<file path="config.mk">
export PLATFORM = sky130hd
export DESIGN_NAME = exec_sequencer
export DESIGN_NICKNAME = d
export VERILOG_FILES = /design/src/rtl/exec_sequencer.sv
export SDC_FILE = /design/constraint.sdc
export NUM_CORES = 1
export LEC_CHECK = 0
export CORE_MARGIN = 5
export CORE_UTILIZATION = 47
export CTS_BUF_LIST = sky130_fd_sc_hd__clkbuf_4 sky130_fd_sc_hd__clkbuf_8
export DETAILED_ROUTE_END_ITERATION = 10
export MAX_ROUTING_LAYER = met4
export PLACE_DENSITY_LB_ADDON = 0.25
export SYNTH_ARGS = -nofsm -noshare
export SYNTH_HDL_FRONTEND = slang
export SYNTH_SLANG_ARGS = --single-unit
</file>
<file path="constraint.sdc">
create_clock -name clock -period 2.4 [get_ports clock]
set_input_delay 0.6 -clock clock [delete_from_list [all_inputs] [get_ports clock]]
set_output_delay 0.6 -clock clock [all_outputs]
set_load 0.02 [all_outputs]
</file>
<file path="src/rtl/exec_sequencer.sv">
// exec_sequencer: walks the PC over instruction memory, issues one ALU op per word, reports busy/done/error.
// Optional single-step mode is compiled in with `define SINGLE_STEP_EN.
module exec_sequencer #(
  parameter int NUM_INSTR   = 10,
  parameter int MAX_STEPS   = 255,
  parameter int ALU_TIMEOUT = 15
) (
  input  logic        clock,
  input  logic        reset,
  input  logic        executeButton,
  input  logic [3:0]  instructionsSet,
  output logic [3:0]  instr_addr,
  input  logic [17:0] instr_rdata,
  output logic        alu_start,
  output logic [3:0]  alu_op,
  output logic [2:0]  alu_rd,
  output logic [2:0]  alu_rs,
  output logic [7:0]  alu_imm,
  input  logic        alu_done,
  output logic        busy,
  output logic        done,
  output logic        error,
  output logic [3:0]  pc,
  output logic [3:0]  state_dbg
);

  // ALU handshake: alu_start is a one-cycle request with alu_op/rd/rs/imm valid and held until the
  // next request; alu_done is a one-cycle completion that is only honoured while in WAIT.
  localparam int         TW          = $clog2(ALU_TIMEOUT + 1);
  localparam logic [3:0] NUM_INSTR_L = 4'(NUM_INSTR);
  localparam logic [7:0] MAX_STEPS_L = 8'(MAX_STEPS);
  localparam logic [TW-1:0] TMO_L    = TW'(ALU_TIMEOUT);

`ifdef SINGLE_STEP_EN
  typedef enum logic [3:0] {
    S_IDLE = 4'd0, S_FETCH = 4'd1, S_DECODE = 4'd2, S_ISSUE = 4'd3, S_WAIT = 4'd4,
    S_NEXT = 4'd5, S_DONE = 4'd6, S_ERR = 4'd7, S_STEP_HOLD = 4'd8
  } state_t;
`else
  typedef enum logic [3:0] {
    S_IDLE = 4'd0, S_FETCH = 4'd1, S_DECODE = 4'd2, S_ISSUE = 4'd3, S_WAIT = 4'd4,
    S_NEXT = 4'd5, S_DONE = 4'd6, S_ERR = 4'd7
  } state_t;
`endif

  state_t        state_q, state_d;
  logic [3:0]    pc_q, pc_d, addr_q, addr_d, op_q, op_d;
  logic [2:0]    rd_q, rd_d, rs_q, rs_d;
  logic [7:0]    imm_q, imm_d, steps_q, steps_d;
  logic [TW-1:0] tmo_q, tmo_d;
  logic          start_q, start_d, busy_q, busy_d, done_q, done_d, error_q, error_d;
  logic          btn_s1_q, btn_s1_d, btn_s2_q, btn_s2_d, btn_prev_q, btn_prev_d;
  logic          go;
  logic [3:0]    n_eff;

  assign n_eff = (instructionsSet > NUM_INSTR_L) ? NUM_INSTR_L : instructionsSet;
  // Button is active-low: a falling edge of the synchronised level is one press.
  assign go    = btn_prev_q & ~btn_s2_q;

  always_comb begin
    state_d    = state_q;
    pc_d       = pc_q;
    addr_d     = addr_q;
    op_d       = op_q;
    rd_d       = rd_q;
    rs_d       = rs_q;
    imm_d      = imm_q;
    steps_d    = steps_q;
    tmo_d      = tmo_q;
    start_d    = 1'b0;
    busy_d     = busy_q;
    done_d     = done_q;
    error_d    = error_q;
    btn_s1_d   = executeButton;
    btn_s2_d   = btn_s1_q;
    btn_prev_d = btn_s2_q;
    case (state_q)
      S_IDLE, S_DONE, S_ERR: begin
        if (go) begin
          pc_d    = 4'd0;
          steps_d = 8'd0;
          error_d = 1'b0;
          if (n_eff == 4'd0) begin
            state_d = S_DONE;
            done_d  = 1'b1;
            busy_d  = 1'b0;
          end else begin
            state_d = S_FETCH;
            done_d  = 1'b0;
            busy_d  = 1'b1;
          end
        end
      end
      S_FETCH: begin
        addr_d  = pc_q;
        state_d = S_DECODE;
      end
      S_DECODE: begin
        if (instr_rdata[17:14] == 4'hF) begin
          state_d = S_DONE;
          busy_d  = 1'b0;
          done_d  = 1'b1;
        end else if (instr_rdata[17:14] == 4'hE) begin
          pc_d    = instr_rdata[3:0];
          state_d = S_NEXT;
        end else begin
          // The operand registers double as the instruction register for ALU ops.
          op_d    = instr_rdata[17:14];
          rd_d    = instr_rdata[13:11];
          rs_d    = instr_rdata[10:8];
          imm_d   = instr_rdata[7:0];
          start_d = 1'b1;
          state_d = S_ISSUE;
        end
      end
      S_ISSUE: begin
        tmo_d   = TW'(1);  // the ISSUE cycle is the first elapsed cycle after alu_start
        state_d = S_WAIT;
      end
      S_WAIT: begin
        if (alu_done) begin
          pc_d    = pc_q + 4'd1;
          state_d = S_NEXT;
        end else if (tmo_q + TW'(1) == TMO_L) begin
          state_d = S_ERR;
          busy_d  = 1'b0;
          error_d = 1'b1;
        end else begin
          tmo_d = tmo_q + TW'(1);
        end
      end
      S_NEXT: begin
        steps_d = steps_q + 8'd1;
        if (steps_d == MAX_STEPS_L) begin
          state_d = S_ERR;
          busy_d  = 1'b0;
          error_d = 1'b1;
        end else if (pc_q >= n_eff) begin
          state_d = S_DONE;
          busy_d  = 1'b0;
          done_d  = 1'b1;
        end else begin
`ifdef SINGLE_STEP_EN
          state_d = S_STEP_HOLD;
`else
          state_d = S_FETCH;
`endif
        end
      end
`ifdef SINGLE_STEP_EN
      S_STEP_HOLD: begin
        if (go) state_d = S_FETCH;
      end
`endif
      default: state_d = S_IDLE;
    endcase
  end

  always_ff @(posedge clock) begin
    if (reset) begin
      state_q    <= S_IDLE;
      pc_q       <= 4'd0;
      addr_q     <= 4'd0;
      op_q       <= 4'd0;
      rd_q       <= 3'd0;
      rs_q       <= 3'd0;
      imm_q      <= 8'd0;
      steps_q    <= 8'd0;
      tmo_q      <= '0;
      start_q    <= 1'b0;
      busy_q     <= 1'b0;
      done_q     <= 1'b0;
      error_q    <= 1'b0;
      btn_s1_q   <= 1'b1;
      btn_s2_q   <= 1'b1;
      btn_prev_q <= 1'b1;
    end else begin
      state_q    <= state_d;
      pc_q       <= pc_d;
      addr_q     <= addr_d;
      op_q       <= op_d;
      rd_q       <= rd_d;
      rs_q       <= rs_d;
      imm_q      <= imm_d;
      steps_q    <= steps_d;
      tmo_q      <= tmo_d;
      start_q    <= start_d;
      busy_q     <= busy_d;
      done_q     <= done_d;
      error_q    <= error_d;
      btn_s1_q   <= btn_s1_d;
      btn_s2_q   <= btn_s2_d;
      btn_prev_q <= btn_prev_d;
    end
  end

  assign instr_addr = addr_q;
  assign alu_start  = start_q;
  assign alu_op     = op_q;
  assign alu_rd     = rd_q;
  assign alu_rs     = rs_q;
  assign alu_imm    = imm_q;
  assign busy       = busy_q;
  assign done       = done_q;
  assign error      = error_q;
  assign pc         = pc_q;
  assign state_dbg  = state_q;

endmodule
</file>
After elaboration in Yosys (flattened, before gate mapping)
Cells that the tools add are included.
- flip-flop bits (word level): 49
- input port bits: 26
- output and inout bits: 34
- word-level logic and storage cells: 108
- $add $sub $neg: 3
- $lt $le $gt $ge: 2
- equal/unequal tests: 24
- multiplexer cells: 40
- bitwise operators: 5
- reductions and logical operators: 18
- operators with widths (kind ; count):
    2-to-1 mux 4 bit ; 10
    case mux 4 bit (6 select lines) ; 1
    != test 2 bit (second input constant) ; 11
    2-to-1 mux 1 bit ; 17
    == test 4 x 3 -> 1 bit (second input constant) ; 4
    case mux 8 bit (2 select lines) ; 1
    2-to-1 mux 3 bit ; 5
    AND reduction 5 bit ; 3
    == test 4 bit (second input constant) ; 3
    case mux 4 bit (3 select lines) ; 1
    nonzero test 3 bit ; 3
    adder 4 x 1 -> 4 bit (second input constant) ; 2
    adder 8 x 1 -> 8 bit (second input constant) ; 1
    == test 4 x 2 -> 1 bit (second input constant) ; 2
    == test 8 bit (second input constant) ; 1
    zero test 4 bit ; 2
    2-to-1 mux 8 bit ; 1
    case mux 4 bit (2 select lines) ; 1
    != test 3 bit (second input constant) ; 2
    case mux 1 bit (3 select lines) ; 2
    AND reduction 3 bit ; 2
    AND reduction 6 bit ; 1
    OR reduction 3 bit ; 2
    == test 4 x 1 -> 1 bit (second input constant) ; 1
    8 further kinds ; 13

Depth between registers and ports, before layout
- word-level depth: 6
- gate-level depth with buffers: 9
- depth with buffers taken out: 9

Worst setup path before layout
No wires, ideal clock.
- kind: input to register
- start: input instructionsSet[2]
- end: register state_q[0], in the netlist state_dbg[0]
- setup time: 0.059 ns
- data arrival time: 2.309 ns
- data required time: 2.341 ns
- setup slack: 0.032 ns
- stages on the path: 9
- buffers on the path: 0
- cells stage by stage: o21ai_0 and2_1 ha_1 nand2b_1 a2111oi_2 nor3_1 a31o_1 a2111oi_2 a31o_1
- word-level cells in the longest chain between the ends: 6
- elaborated cells between the ends (all ways): 9
- those cells by class: 2 x order compare; 6 x mux; 1 x reduce/logical
- ends and longest elaborated chain (element ; line ; RTL):
    from (decl) ; 11 ; input logic [3:0] instructionsSet,
    greater-than comparator 4 bit ; 56 ; assign n_eff = (instructionsSet > NUM_INSTR_L) ? NUM_INSTR_L : instructionsSet;
    2-to-1 mux 4 bit * ; 56 ;
    >= comparator 4 bit or zero test 4 bit (tied branches) ; 138, 83 ;
    2-to-1 mux 3 bit (on tied branches) ; 138, 83 ;
    2-to-1 mux 3 bit or 2-to-1 mux 4 bit (tied branches) ; 134, 79 ;
    case mux 4 bit (6 select lines) * ; 77 ; case (state_q)
    to (signal assigned) ; 178 ; state_q <= state_d;
    to (decl) ; 46 ; state_t state_q, state_d;
Every way passes the cells marked *; elsewhere a longest branch is shown, timed or not. The select of a mux whose other input is x is not followed.
A chain may end at the register's enable or synchronous reset.

Worst setup path after layout
- start: input instructionsSet[2]
- end: register busy_q, in the netlist busy
- word-level cells in the longest chain between the ends: 6
- elaborated cells between the ends (all ways): 9
- those cells by class: 2 x order compare; 1 x eq/ne; 4 x mux; 2 x reduce/logical
- ends and longest elaborated chain (element ; line ; RTL):
    greater-than comparator 4 bit ; 56 ;
    2-to-1 mux 4 bit * ; 56 ;
    branches (longest 4 deep; another with >= comparator 4 bit) ; -- ;
    to (signal assigned) ; 188 ; busy_q <= busy_d;
    to (decl) ; 51 ; logic start_q, start_d, busy_q, busy_d, done_q, done_d, error_q, error_d;
Mark *: on every way between the ends. The select of a mux whose other input is x is not followed.

==> metrics <==
largest net degree at the start of global routing 34; relative slew slack between 50 and 60%; Final Hold Vio Count 0; Hold Path Stages 1; Starting DRT DRC Count 126; I/O pin total 60; ratio of cells with drive above 1 in the final layout ~14%; mapped cell area about 2600 µm²; initial cell density of the core between 40% and 50%; final setup fails 0; Avg Inst Size Synth between 8 and 9 µm²; Final ANT Viol Nets 0; Critical Path Max Stage Delay 0.33 ns; critical path peak fanout 3; Layout Area Growth over Synthesis 33.6%; Avg WL per Cell around 14 µm; Slew Viols, Final 0; leak pwr around 1.2 nW; die height roughly 84 µm; worst reg2reg path depth 8; Synth async-reset ratio 0%; DP Area 3300 µm²; CTS tree yes; DR vias about 2400; Core Area roughly 5400 µm²; Worst path slowest cell o311ai_2; first-pass GRT wire length about 11000 µm; Fin Clk Skew roughly 0.0056 ns; ys flop type dfxtp_1; cell chosen for the clock root clkbuf_8; max cap viols 0; Reg2Reg Setup Slack roughly 0.31 ns; Hold Path Origin btn_s1_q$_SDFF_PP1_; commonest non-fill, non-tap cell in the layout clkdlybuf4s50_1; fin crit period ~2.3 ns; Layout Cells excl Fill roughly 450; FF-to-FF End busy$_SDFFE_PP0P_; post-synth cell types 57; crit path cell chain dlygate4sd2_1, o21ai_1, and2_1, ha_1, nand2b_4, a2111oi_4, nor3_2, o311ai_2, nor4_2, o21a_1; num rows 27; Die X 83.9 µm; Post-Place Cells 439; clk slew on worst S/H paths 0.09 ns; post-detail-place hpwl 4800 µm; Routability Congestion 0.948; hold crit path type flop to flop; Seq/Total Area, Yosys 37.4%; CTS max path bufs 2; Cell Pwr Density approximately 760 nW/µm²; die area 7050 µm²; final WL around 6300 µm; Port Buffers 58; Net Count, Synth roughly 340; Crit. End Element flop; Mapped Cells around 300; flops & latches, synth 48; Critical Path RT 2.61 ns; post-route setup TNS 0 ns; RSZ-0062 raised after global routing no; gr usage total between 10% and 20%; Finished Cell Area between 3000 and 4000 µm²; drt pass-1 iters 4; clk sinks 48; filler instances 491; crit path setup slack, layout 0.112 ns; Max IR drop VDD roughly 0.44 mV; critical path type input pin to flop; dpl ws -0.603 ns; Synth warnings 0; reg-to-reg startpoint pc[0]$_SDFFE_PP0P_; most frequent cells in the layout clkdlybuf4s50_1 (54), dfxtp_1 (48), nand2_1 (47); vias per inst between 5 and 6; register area between 900 and 1000 µm²; antenna violations before repair 0; final core occ approximately 64%; fin crit share ~95%; # H-tree levels 2; Worst Path Arrival approximately 2.5 ns; DRC 0; status completed; Hold EP btn_prev_d$_SDFF_PP1_; final net count 410; Critical path origin instructionsSet[2]; Max Freq 437 MHz; Startpoint Class input pin; global route overflow 0; Num CTS Buffers 5; Slew @ Worst Pin ~0.67 ns; ANT cells 0; vias in the first global route around 2300; Post-synth EDFFs 0; worst skew pair latency between 0.3 and 0.4 ns; Multi-input gate area 1530 µm²
==> cells by family (layout without fill, tap and decap cells) <==
group           after synthesis  in the layout  share of synthesized area, %
compound gates               85             85                          22.6
xor+xnor                      3              3                          1.02
fa+ha+maj                    10             10                          4.87
buf+inv                      22             89                          3.94
flops                        48             48                          37.4
mux                           7              7                          2.92
other cells                   1              1                         0.146
simple gates                132            132                          27.1
==> Yosys cell counts (all sizes together), types with 7 or more instances <==
master,n,area share [%]
inv,7,1.0
clkbuf,8,1.2
nor3,11,3.6
nand2,48,7.3
buf,7,1.8
dfxtp,48,37
nor2,29,4.2
ha,10,4.9
o21ai,15,3.5
nand3,8,1.9
a21oi,38,7.4
==> per-stage QoR <==
stage	total power [mW]	hold slack [ns]
after detailed placement	1.99	0.393
after CTS	2.63	0.413
after floorplan	1.61	0.389
final	2.62	0.413
after global placement	1.97	0.400
after global routing	2.78	0.425
==> worst max path at each step <==
stage	to	slack [ns]	depth (start not counted)
6_report	busy$_SDFFE_PP0P_	0.11	10
5_1_grt	busy$_SDFFE_PP0P_	0.006	10
4_1_cts	busy$_SDFFE_PP0P_	0.09	10
3_5_place_dp	state_dbg[0]$_SDFFE_PP0P_	-0.60	10
3_3_place_gp	state_dbg[0]$_SDFFE_PP0P_	-0.53	10
2_1_floorplan	state_dbg[0]$_SDFFE_PP0P_	0.03	9
==> state kept, by name, indices dropped and copies added (netlist names), 3 cells and up <==
name	flops
instr_addr	4
alu_imm	8
state_dbg	3
alu_rd	3
steps_q	8
alu_op	4
alu_rs	3
tmo_q	4
pc	4
==> report_power, final <==
group	total [mW]	switching [mW]	internal, mW
registers	0.963	0.0799	0.883
clock network	0.608	0.294	0.314
logic	1.04	0.549	0.495
total	2.62	0.923	1.69
==> area by class of cell <==
class | instances | share of cell area, %
inverter | 7 | 0.765
timing repair buffer | 74 | 20.6
multi-input combinational | 238 | 44.6
sequential | 48 | 28.0
clock inverter | 3 | 1.35
tap | 72 | 2.62
clock buffer | 5 | 2.00
==> worst max-delay path, delay by kind of cell <==
kind / cells / cell delay, ns
compound gates: 4 / 0.92
simple gates: 4 / 0.51
buf+inv: 1 / 0.24
fa+ha+maj: 1 / 0.23
==> per-layer routing <==
| layer | track usage (%) | wire length, µm | up-vias |
|---|---|---|---|
| met5 | - | 0 | - |
| met1 | 23.5 | 2820 | 1094 |
| met2 | 31.6 | 3010 | 62 |
| met4 | 3.51 | 36 | 0 |
| li1 | - | - | 1225 |
| met3 | 5.43 | 449 | 6 |
==> repair_timing <==
action | 4_1_cts | 5_1_grt
hold buffers | 0 | 0
pin swaps | 8 | 1
gates resized for setup | 8 | 0
setup buffers | 0 | 0
endpoints found under the setup margin | 5 | 1
No activity file was read; power rests on OpenSTA's default activity.
